==> src/rtl/bus_pkg.sv <==
// bus_pkg: bus size encodings, controller state type, region config type and GBA memory-map constants
package bus_pkg;
  localparam logic [1:0] MEM_SIZE_BYTE = 2'b00;
  localparam logic [1:0] MEM_SIZE_HALF = 2'b01;
  localparam logic [1:0] MEM_SIZE_WORD = 2'b10;
  localparam logic [1:0] MEM_SIZE_RESR = 2'b11;
  typedef enum logic {ST_IDLE, ST_WAIT} state_t;
  typedef struct packed {
    logic [31:0] start_addr;
    logic [31:0] end_addr;
    logic [2:0] nwait;
    logic [2:0] swait;
    logic ro;
  } rgn_cfg_t;
  localparam rgn_cfg_t GBA_BIOS  = '{32'h0000_0000, 32'h0000_3FFF, 3'd1, 3'd0, 1'b1};
  localparam rgn_cfg_t GBA_EWRAM = '{32'h0200_0000, 32'h0203_FFFF, 3'd2, 3'd2, 1'b0};
  localparam rgn_cfg_t GBA_IWRAM = '{32'h0300_0000, 32'h0300_7FFF, 3'd0, 3'd0, 1'b0};
  localparam rgn_cfg_t GBA_ROM0  = '{32'h0800_0000, 32'h09FF_FFFF, 3'd3, 3'd1, 1'b0};
  function automatic logic [2:0] size_bytes(input logic [1:0] s);
    return s == MEM_SIZE_BYTE ? 3'd1 : s == MEM_SIZE_HALF ? 3'd2 : s == MEM_SIZE_WORD ? 3'd4 : 3'd0;
  endfunction
endpackage

==> src/rtl/wait_counter.sv <==
// wait_counter: loadable down-counter that stops at zero and flags it
module wait_counter #(
  parameter int CNT_W = 3
) (
  input  logic             clk,
  input  logic             rst_n,
  input  logic             load,
  input  logic [CNT_W-1:0] din,
  output logic [CNT_W-1:0] cnt,
  output logic             zero
);
  assign zero = cnt == '0;
  always_ff @(posedge clk or negedge rst_n)
    if (!rst_n) cnt <= '0;
    else if (load) cnt <= din;
    else if (!zero) cnt <= cnt - 1'b1;
endmodule

==> src/rtl/bus_waitstate_ctrl.sv <==
// bus_waitstate_ctrl: per-region wait-state, sequential-access and fault controller driving core pause/abort
module bus_waitstate_ctrl
  import bus_pkg::*;
#(
  parameter int NUM_REGIONS = 4,
  parameter int ADDR_W = 32,
  parameter int CNT_W = 3,
  parameter int SEQ_BOUNDARY_LOG2 = 17,
  localparam int IW = NUM_REGIONS > 1 ? $clog2(NUM_REGIONS) : 1
) (
  input  logic                                clk,
  input  logic                                rst_n,
  input  logic                                valid,
  input  logic [ADDR_W-1:0]                   addr,
  input  logic [1:0]                          size,
  input  logic                                write,
  input  logic [NUM_REGIONS-1:0][ADDR_W-1:0]  rgn_start,
  input  logic [NUM_REGIONS-1:0][ADDR_W-1:0]  rgn_end,
  input  logic [NUM_REGIONS-1:0][CNT_W-1:0]   rgn_nwait,
  input  logic [NUM_REGIONS-1:0][CNT_W-1:0]   rgn_swait,
  input  logic [NUM_REGIONS-1:0]              rgn_ro,
  output logic                                pause,
  output logic                                abort,
  output logic                                seq,
  output logic [IW-1:0]                       rgn_idx,
  output logic                                rgn_hit
);
  state_t st;
  logic hit, hist, seq_now, bad, fault, zero;
  logic [IW-1:0] idx;
  logic [ADDR_W-1:0] prev_addr;
  logic [1:0] prev_size;
  logic [CNT_W-1:0] ld, cnt;
  always_comb begin
    hit = 1'b0;
    idx = '0;
    for (int i = NUM_REGIONS - 1; i >= 0; i--)
      if (addr >= rgn_start[i] && addr <= rgn_end[i]) begin
        hit = 1'b1;
        idx = IW'(i);
      end
  end
  assign bad = !hit || size == MEM_SIZE_RESR;
  assign fault = bad || (write && rgn_ro[idx]);
  assign seq_now = hist && hit && idx == rgn_idx && addr == prev_addr + ADDR_W'(size_bytes(prev_size))
                   && addr[SEQ_BOUNDARY_LOG2-1:0] != '0;
  assign ld = bad ? '0 : seq_now ? rgn_swait[idx] : rgn_nwait[idx];
  wait_counter #(.CNT_W(CNT_W)) u_cnt (
    .clk(clk),
    .rst_n(rst_n),
    .load(valid && zero),
    .din(ld),
    .cnt(cnt),
    .zero(zero)
  );
  always_ff @(posedge clk or negedge rst_n)
    if (!rst_n) begin
      st <= ST_IDLE;
      pause <= 1'b0;
      abort <= 1'b0;
      seq <= 1'b0;
      rgn_idx <= '0;
      rgn_hit <= 1'b0;
      hist <= 1'b0;
      prev_addr <= '0;
      prev_size <= MEM_SIZE_BYTE;
    end else if (st == ST_WAIT) begin
      if (cnt == CNT_W'(1)) begin
        st <= ST_IDLE;
        pause <= 1'b0;
      end
    end else if (valid) begin
      st <= ld != '0 ? ST_WAIT : ST_IDLE;
      pause <= ld != '0;
      abort <= fault;
      seq <= seq_now;
      rgn_idx <= idx;
      rgn_hit <= hit;
      hist <= !fault;
      prev_addr <= addr;
      prev_size <= size;
    end else begin
      hist <= 1'b0;
      abort <= 1'b0;
    end
endmodule

==> config.mk <==
export PLATFORM = sky130hd
export DESIGN_NAME = bus_waitstate_ctrl
export DESIGN_NICKNAME = d
export VERILOG_FILES = /design/src/rtl/bus_pkg.sv /design/src/rtl/wait_counter.sv /design/src/rtl/bus_waitstate_ctrl.sv
export SDC_FILE = /design/constraint.sdc
export NUM_CORES = 1
export LEC_CHECK = 0
export BUFFER_PORTS_ARGS = -buffer_cell sky130_fd_sc_hd__buf_4
export CAP_MARGIN = 20
export CORE_MARGIN = 2
export CORE_UTILIZATION = 54
export DETAILED_ROUTE_END_ITERATION = 10
export GPL_ROUTABILITY_DRIVEN = 0
export PLACE_DENSITY = 0.86
export RECOVER_POWER = 25
export SLEW_MARGIN = 30
export SYNTH_ARGS = -nofsm -noshare
export SYNTH_HDL_FRONTEND = slang
export SYNTH_HIERARCHICAL = 1
export SYNTH_SLANG_ARGS = --single-unit
==> constraint.sdc <==
create_clock -name clk -period 9.9 [get_ports clk]
set_input_delay 1.485 -clock clk [delete_from_list [all_inputs] [get_ports clk]]
set_output_delay 1.485 -clock clk [all_outputs]
set_load 0.01 [all_outputs]
==> results of run 1 <==
## cell families after synthesis
kind of cell	after synthesis	synth area share
AND/OR/NAND/NOR	395	0.204
flip-flops	45	0.113
XOR/XNOR	43	0.0376
adder cells (fa/ha/maj)	262	0.328
AO/OA/AOI/OAI	300	0.201
multiplexers	7	0.00713
buffers and inverters	292	0.110
## layout make-up
cell class,count,area share
sequential,45,0.0877
inverter,280,0.0818
timing repair buffer,329,0.192
multi-input combinational,1007,0.606
tap,229,0.0223
clock buffer,5,0.00974
clock inverter,1,0.000390
## per-stage QoR
step | instances | total power, W
finish | 1896 | 0.00141
global placement | 1890 | 0.00119
CTS | 1896 | 0.00140
floorplan | 1344 | 0.000918
global route | 1896 | 0.00153
detailed placement | 1890 | 0.00124
## worst min-delay path: cells and delay by family, from the launching register on
family	cells	cell delay, ns
and+or+nand+nor	2	0.12
DFF	1	0.35
## flip-flops by register name (all words and copies together) (netlist names)
signal     count
abort          1
hist           1
pause          1
prev_addr     32
prev_size      2
rgn_hit        1
rgn_idx        2
seq            1
st             1
u_cnt/cnt      3
## where the power goes
part           switching [W]  total (W)  leakage (nW)  internal [W]
clock              0.0000683   0.000159        0.0655     0.0000903
combinational       0.000469   0.000865          6.69      0.000396
sequential          0.000116   0.000389         0.553      0.000272
## cells in the final DEF (no fill, tap or decap), types with 6 or more instances in the layout
cell type,instances
buf_4,328
inv_1,280
ha_1,261
nand2_1,168
a21oi_1,102
nand4_1,62
o21ai_0,47
dfrtp_1,45
nand3_1,35
nor2_1,27
xnor2_1,26
a21o_1,23
xor2_1,17
nor4_1,15
nor3_1,15
o211ai_1,13
nor2b_1,12
nand2b_1,11
a221oi_1,10
a31oi_1,9
a221o_1,9
a211oi_1,8
o21ai_1,7
and3_1,7
and4_1,6
o21a_1,6
o31ai_1,6
mux2i_1,6
## worst paths after layout
| check | end | cells after the start | slack [ns] |
|---|---|---|---|
| worst max-delay path | pause$_DFFE_PN0P_ | 14 | 4.95 |
| worst min-delay path | prev_addr[2]$_DFFE_PN0P_ | 2 | 0.50 |
| min in group asynchronous | prev_addr[9]$_DFFE_PN0P_ | 1 | 1.96 |
| worst min register to register | prev_addr[2]$_DFFE_PN0P_ | 2 | 0.50 |
| worst max register to register | u_cnt/cnt[1]$_DFFE_PN0P_ | 15 | 5.83 |
| max in group asynchronous | prev_addr[23]$_DFFE_PN0P_ | 1 | 6.51 |
## layer usage
metal / vias up / track usage / part of all wire
met4: 0 / 0.212 / 0.068
met5: - / 0 / 0
met2: 560 / 0.606 / 0.48
met3: 178 / 0.0479 / 0.066
met1: 5205 / 0.397 / 0.38
li1: 5414 / - / -
==> results.tsv, run 1 <==
metric	value	unit
post-cts-setup-buffers	0	
path_cells	buf_4 > inv_1 > ha_1 > nor3b_1 > o21ai_0 > a21oi_1 > a21oi_1 > o211ai_1 > o21ai_1 > o21ai_1 > nand2b_1 > a32o_1 > o311a_1 > o22a_1	
fin_crit_sh	0.500	
synth_most_common_cell	inv_1	
clkSlewWorstSetupHoldPaths	0.06	ns
drt_wl_total	34.7	mm
crit_type	in2reg	
wl_per_cell	18.3	um
timing.rr.start	prev_size[1]$_DFFE_PN0P_	
synth_fp_nets	1928	
hold_class	reg2reg	
grt_setup_unrepaired	false	
cp-start-kind	primary input	
syn_to_final_growth	28.4	%
core_area	0.0181	mm^2
grt-ovfl-total	0	
critPathMaxFanout	9	
grt_pass1_vias	11500	
clockRootBuffer	clkbuf_16	
setup_ws	4.95	ns
final_antenna_net_count	0	
finalHoldViolCount	0	
finalSetupTns	0	ns
drive_gt1_frac	0.216	
cts.sinks	45	
first_iter_violations	723	
final_area	0.0128	mm^2
cp_top_family	compound AO/OA/AOI/OAI gates	
grt_max_degree	46	
arrival	5.13	ns
power.density	110	mW/mm^2
synth_enable_flop_cells	0	
fin_worst_skew	0.00380	ns
avgSynthCellArea	7.44	um^2
antenna_cells	0	
dp_hpwl	28.7	mm
track_usage	0.345	
port_buffers	327	
crit_start	addr[0]	
routed-via-count	11400	
multi_input_area	0.00778	mm^2
tightest_slew	2.50	ns
status	complete, but fails checks	
first_pass_iters	8	
endpoint_kind	register	
slowest_delay	0.56	ns
ys_ff_latch	45	
ys_top_cells_by_area	ha_1, dfrtp_1, inv_1, nand2_1, a21oi_1	
clock_latency	0.29	ns
hold_path.startpoint	prev_addr[2]$_DFFE_PN0P_	
grt_pass1_wl	54.6	mm
cts_tree	yes	
clock_path_buffers	2	
synth_area	0.0100	mm^2
drv_cap	1	
drv_slew	46	
numCtsBuffers	5	
ioPinCount	328	
seq_area	0.00113	mm^2
fillerInstances	1458	
synth_top_area_frac	0.326	
dieArea	0.0196	mm^2
dp_slack	4.86	ns
die_height	140	um
fmax	202	MHz
row_count	49	
drc	4	
ys_types	82	
max-vdd-ir-drop	0.0805	mV
ys_seq_area_frac	0.113	
placed_area	0.0127	mm^2
postCtsHoldBufs	0	
post-route-min-period	4.95	ns
syn_inst	1344	
async_flop_share	1.00	
post-route-util	0.710	
yosys_warnings	6	
initial_core_util	0.553	
cp_slowest_cell	o211ai_1	
yosysTopAreaCell	ha_1	
synth_common_cells	inv_1, ha_1, nand2_1	
final_net_count	2252	
required	10.07	ns
cts-resized-gates	0	
die_w	140	um
vias_per_cell	5.99	
antenna_found_initial	0	
violations	DRC, capacitance limit, slew limit	
setup_viol	0	
htree_levels	2	
crit_buf_inv	2	
timing.hold.ws	0.498	ns
max_slew_margin	-0.669	
synth-main-ff-cell	dfrtp_1	
leakagePower	7.30	nW
(Power assumes the default switching activity.)
==> run 2, diff against run 1 <==
ABC_AREA = 1   (was not set)
clock period = 4.6 ns   (was 9.9 ns; I/O delays follow)
==> results.tsv, run 2 <==
metric	value	unit
timing.rr.start	prev_size[0]$_DFFE_PN0P_	
clock_path_buffers	2	
max_slew_margin	-0.644	
grt_pass1_wl	51.9	mm
placed_area	0.0130	mm^2
cts.sinks	45	
critPathMaxFanout	15	
r2r_cells	24	
max-vdd-ir-drop	0.224	mV
ff2ff_setup_slack	1.18	ns
hold_path.startpoint	prev_addr[0]$_DFFE_PN0P_	
track_usage	0.318	
first_pass_iters	5	
initial_core_util	0.552	
wl_per_cell	14.8	um
crit_type	in2reg	
setup_ws	0.808	ns
syn_inst	1649	
clockRootBuffer	clkbuf_16	
post-route-min-period	3.79	ns
setup_viol	0	
die_w	142	um
crit_start	addr[0]	
row_count	50	
arrival	4.02	ns
grt_max_degree	60	
grt_setup_unrepaired	false	
synth_area	0.0103	mm^2
clkSlewWorstSetupHoldPaths	0.07	ns
die_height	142	um
synth-main-ff-cell	dfrtp_1	
finalHoldViolCount	0	
grt-ovfl-total	0	
cts_tree	yes	
rr_endpoint	u_cnt/cnt[0]$_DFFE_PN0P_	
synth_most_common_cell	nand2_1	
dp_slack	0.566	ns
leakagePower	8.23	nW
power	0.00316	W
yosysTopAreaCell	ha_1	
first_iter_violations	661	
antenna_found_initial	1	
ys_top_cells_by_area	ha_1, nand2_1, inv_1, dfrtp_1, a21oi_1	
hold_depth	2	
hold_class	reg2reg	
drt_wl_total	32.8	mm
fmax	264	MHz
largest_reg_flops	32	
drive_gt1_frac	0.184	
yosys_warnings	6	
final_area	0.0132	mm^2
ioPinCount	328	
vias_per_cell	5.29	
reg_top3	prev_addr: 32 flops, u_cnt/cnt: 3 flops	
met1_usage	0.374	
port_buffers	327	
drv_cap	1	
fin_worst_skew	0.00557	ns
grt_pass1_vias	11400	
synth_fp_nets	2233	
clock_latency	0.28	ns
postCtsHoldBufs	0	
final_cell_mix	nand2_1, inv_1, buf_4	
power.density	239	mW/mm^2
dp_hpwl	27.5	mm
core_area	0.0187	mm^2
numCtsBuffers	5	
violations	capacitance limit, slew limit	
async_flop_share	1.00	
cts-resized-gates	0	
drv_slew	46	
synth_common_cells	nand2_1, inv_1, ha_1	
ys_ff_latch	45	
largest-register	prev_addr	
tightest_slew	2.47	ns
status	complete, but fails checks	
hold_end	prev_addr[0]$_DFFE_PN0P_	
avgSynthCellArea	6.26	um^2
cp-start-kind	primary input	
synth_enable_flop_cells	0	
met2_usage	0.564	
grt.busiest_layer	met2	
finalSetupTns	0	ns
syn_to_final_growth	27.9	%
endpoint_kind	register	
synth_top_area_frac	0.316	
final_net_count	2556	
required	4.83	ns
final_antenna_net_count	0	
htree_levels	2	
ys_seq_area_frac	0.109	
post-cts-setup-buffers	0	
fin_crit_sh	0.824	
ys_types	40	
dieArea	0.0202	mm^2
routed-via-count	11700	
drc	0	
grt.met3_usage	0.0444	
layout.cells.most_common	nand2_1	
run 2: worst max path at each step:
| stage | to | slack [ns] |
|---|---|---|
| final | u_cnt/cnt[0]$_DFFE_PN0P_ | 0.81 |
| after global routing | u_cnt/cnt[0]$_DFFE_PN0P_ | 0.39 |
| after CTS | u_cnt/cnt[1]$_DFFE_PN0P_ | 0.84 |
| after detailed placement | u_cnt/cnt[0]$_DFFE_PN0P_ | 0.57 |
| after global placement | u_cnt/cnt[0]$_DFFE_PN0P_ | 0.72 |
| after floorplan | u_cnt/cnt[0]$_DFFE_PN0P_ | 1.70 |
run 2: cells by family after synthesis:
logic type               synth area share
AO/OA/AOI/OAI                       0.105
XOR/XNOR                           0.0288
buffers and inverters               0.142
adder cells (fa/ha/maj)             0.318
AND/OR/NAND/NOR                     0.297
flip-flops                          0.109
run 2: worst max-delay path: stages:
cell and delay (ns):
buf_4 0.07, inv_1 0.21, ha_1 0.30, inv_1 0.06, a21oi_1 0.05, o21ai_0 0.15
nand2_1 0.07, nand2_1 0.10, nand2_1 0.06, nand2_1 0.07, nand2_1 0.06, nand2_1 0.07
nand2_1 0.05, nand2_1 0.42, nand3_1 0.50, nand2_1 0.16, nand2_1 0.08, nor2_1 0.23
nand2_2 0.11, nand2_1 0.08, nand3_1 0.10, inv_1 0.07, nand2_1 0.04, o21ai_0 0.08
nand2_1 0.07, nand2_1 0.05
run 2: report_power, final:
group | internal (W) | total (W) | switching (W)
combinational | 0.000828 | 0.00191 | 0.00108
clock | 0.000272 | 0.000423 | 0.000152
sequential | 0.000587 | 0.000823 | 0.000236
run 2: metal layers:
metal  up-vias  wire length (um)
li1       5888                 -
met1      5207             13000
met2       469             15900
met3       110              2280
met4         0              1650
met5         -                 0
run 2: cell type report:
cell class              instances  area, um^2
diodes                          1        2.50
repair buffers                328        2460
inverters                     377        1420
multi-input cells            1215        7730
clock buffers                   7         143
clock inverters                 1        30.0
well taps                     234         293
fillers                      1578        5510
flip-flops and latches         45        1130
run 2: metrics by stage:
stage          utilization  instances  hold slack [ns]
6_report             0.706       2208            0.502
4_1_cts              0.706       2207            0.431
3_5_place_dp         0.696       2199            0.485
2_1_floorplan            -       1649            0.394
5_1_grt              0.706       2208            0.535
3_3_place_gp         0.696       2199            0.476
==> run 3, diff against run 2 <==
clock period = 3.8 ns   (was 4.6 ns; I/O delays follow)
==> results.tsv, run 3 (synthesis results as in run 2) <==
metric	value	unit
internal_power	0.00198	W
cts.sinks	45	
die_w	142	um
clock_path_buffers	2	
setup_viol	0	
power.density	285	mW/mm^2
antenna_found_initial	0	
finalSetupTns	0	ns
antenna_cells	0	
final_net_count	2559	
violations	capacitance limit, slew limit	
layout.cells.most_common	nand2_1	
final_area	0.0132	mm^2
timing.rr.start	prev_size[1]$_DFFE_PN0P_	
largest_reg_flops	32	
required	3.97	ns
r2r_cells	24	
p_clk_frac	0.116	
dp_hpwl	27.7	mm
wl_per_cell	15.0	um
drv_cap	1	
ff2ff_setup_slack	0.33	ns
postCtsHoldBufs	0	
fin_crit_sh	0.912	
ioPinCount	328	
max_slew_margin	-0.659	
post-route-min-period	3.47	ns
hold_end	rgn_hit$_DFFE_PN0P_	
port_buffers	327	
setup_ws	0.333	ns
track_usage	0.325	
drive_gt1_frac	0.186	
numCtsBuffers	5	
finalHoldViolCount	0	
cts_tree	yes	
combPwrFrac	0.617	
clkSlewWorstSetupHoldPaths	0.06	ns
reg_top3	prev_addr: 32 flops, u_cnt/cnt: 3 flops	
final_cell_mix	nand2_1, inv_1, buf_4	
tightest_slew	2.49	ns
status	complete, but fails checks	
drt_wl_total	33.1	mm
grt_pass1_vias	11600	
hold_path.startpoint	rgn_hit$_DFFE_PN0P_	
placed_area	0.0131	mm^2
arrival	3.64	ns
grt_max_degree	60	
clockRootBuffer	clkbuf_16	
drv_slew	46	
post-cts-setup-buffers	0	
instances_no_fill	2209	
row_count	50	
p_sw_frac	0.474	
first_pass_iters	6	
core_area	0.0187	mm^2
leakagePower	8.23	nW
grt_pass1_wl	52.9	mm
vias_per_cell	5.33	
hold_class	reg2reg	
endpoint_kind	register	
dp_slack	0.228	ns
p_seq_frac	0.266	
routed-via-count	11800	
cp-start-kind	register	
first_iter_violations	620	
post-route-util	0.706	
critPathMaxFanout	6	
max-vdd-ir-drop	0.212	mV
fillerInstances	1600	
syn_to_final_growth	27.8	%
crit_type	reg2reg	
fmax	288	MHz
hold_depth	2	
clock_latency	0.29	ns
grt-ovfl-total	0	
largest-register	prev_addr	
rr_endpoint	u_cnt/cnt[0]$_DFFE_PN0P_	
htree_levels	2	
initial_core_util	0.552	
dieArea	0.0202	mm^2
dp_cells	2202	
die_height	142	um
p_sw	0.00179	W
fin_worst_skew	0.00582	ns
drc	0	
grt_setup_unrepaired	false	
final_antenna_net_count	0	
## run 3: changes by cell type in the layout (fill, tap and decap cells not counted), sizes merged
cell and change:
bufinv -1, buf +3, clkinvlp +1, diode -1
clkbuf -1
## run 3: critical path: stages, from the launching register on
cell and delay, ns:
dfrtp_1 0.40, nor2_1 0.13, ha_1 0.18, inv_1 0.06
fa_1 0.46, o21ai_4 0.27, nand3b_2 0.17, nor2_4 0.20
nand3_1 0.09, nand2_1 0.06, nand2_1 0.04, nor2_1 0.10
nand2_1 0.06, nor2_1 0.16, nand2_1 0.08, nor2_1 0.08
nand2_1 0.09, nor3_1 0.24, nand2_1 0.10, nand3_1 0.10
inv_1 0.05, nand2_1 0.05, o21ai_0 0.07, nand2_1 0.07
nand2_1 0.06
## run 3: power groups by stage
stage | combinational [W] | clock [W] | sequential, W
floorplan | 0.00154 | 0 | 0.000931
global placement | 0.00220 | 0 | 0.000987
detailed placement | 0.00229 | 0 | 0.000995
CTS | 0.00231 | 0.000444 | 0.000991
global route | 0.00267 | 0.000462 | 0.00103
finish | 0.00232 | 0.000438 | 0.00100
## run 3: how the worst max path moves through the flow
stage | startpoint | endpoint | slack, ns | depth (start not counted)
final | prev_size[1]$_DFFE_PN0P_ | u_cnt/cnt[0]$_DFFE_PN0P_ | 0.33 | 24
after CTS | prev_size[1]$_DFFE_PN0P_ | u_cnt/cnt[0]$_DFFE_PN0P_ | 0.32 | 24
after detailed placement | addr[31] | u_cnt/cnt[0]$_DFFE_PN0P_ | 0.23 | 24
after global placement | addr[31] | u_cnt/cnt[0]$_DFFE_PN0P_ | 0.39 | 22
after global routing | prev_size[1]$_DFFE_PN0P_ | u_cnt/cnt[0]$_DFFE_PN0P_ | 0.01 | 24
after floorplan | prev_size[0]$_DFFE_PN0P_ | u_cnt/cnt[0]$_DFFE_PN0P_ | 0.90 | 23
## run 3: through the flow
| step | power [W] | hold WS (ns) |
|---|---|---|
| 4_1_cts | 0.00374 | 0.312 |
| 2_1_floorplan | 0.00247 | 0.274 |
| 5_1_grt | 0.00416 | 0.504 |
| 6_report | 0.00376 | 0.484 |
| 3_5_place_dp | 0.00329 | 0.472 |
| 3_3_place_gp | 0.00319 | 0.469 |
## run 3: per-layer routing
layer | GRT usage | up-vias | wire length [um]
met5 | 0 | - | 0
met4 | 0.184 | 0 | 2030
met3 | 0.0404 | 141 | 2340
met2 | 0.561 | 505 | 15600
met1 | 0.389 | 5231 | 13100
li1 | - | 5899 | -
## run 3: area by class of cell
type | count | area (um^2) | area share
clock buffer | 6 | 139 | 0.0105
clock inverter | 1 | 7.51 | 0.000569
inverter | 377 | 1420 | 0.107
multi-input combinational | 1215 | 7740 | 0.586
sequential | 45 | 1130 | 0.0853
tap | 234 | 293 | 0.0222
timing repair buffer | 331 | 2480 | 0.188
## run 3: what timing repair did
| action | in CTS | in global routing |
|---|---|---|
| hold endpoints to repair | 0 | 0 |
| gates resized for setup | 0 | 1 |
| endpoints found under the setup margin | 0 | 1 |
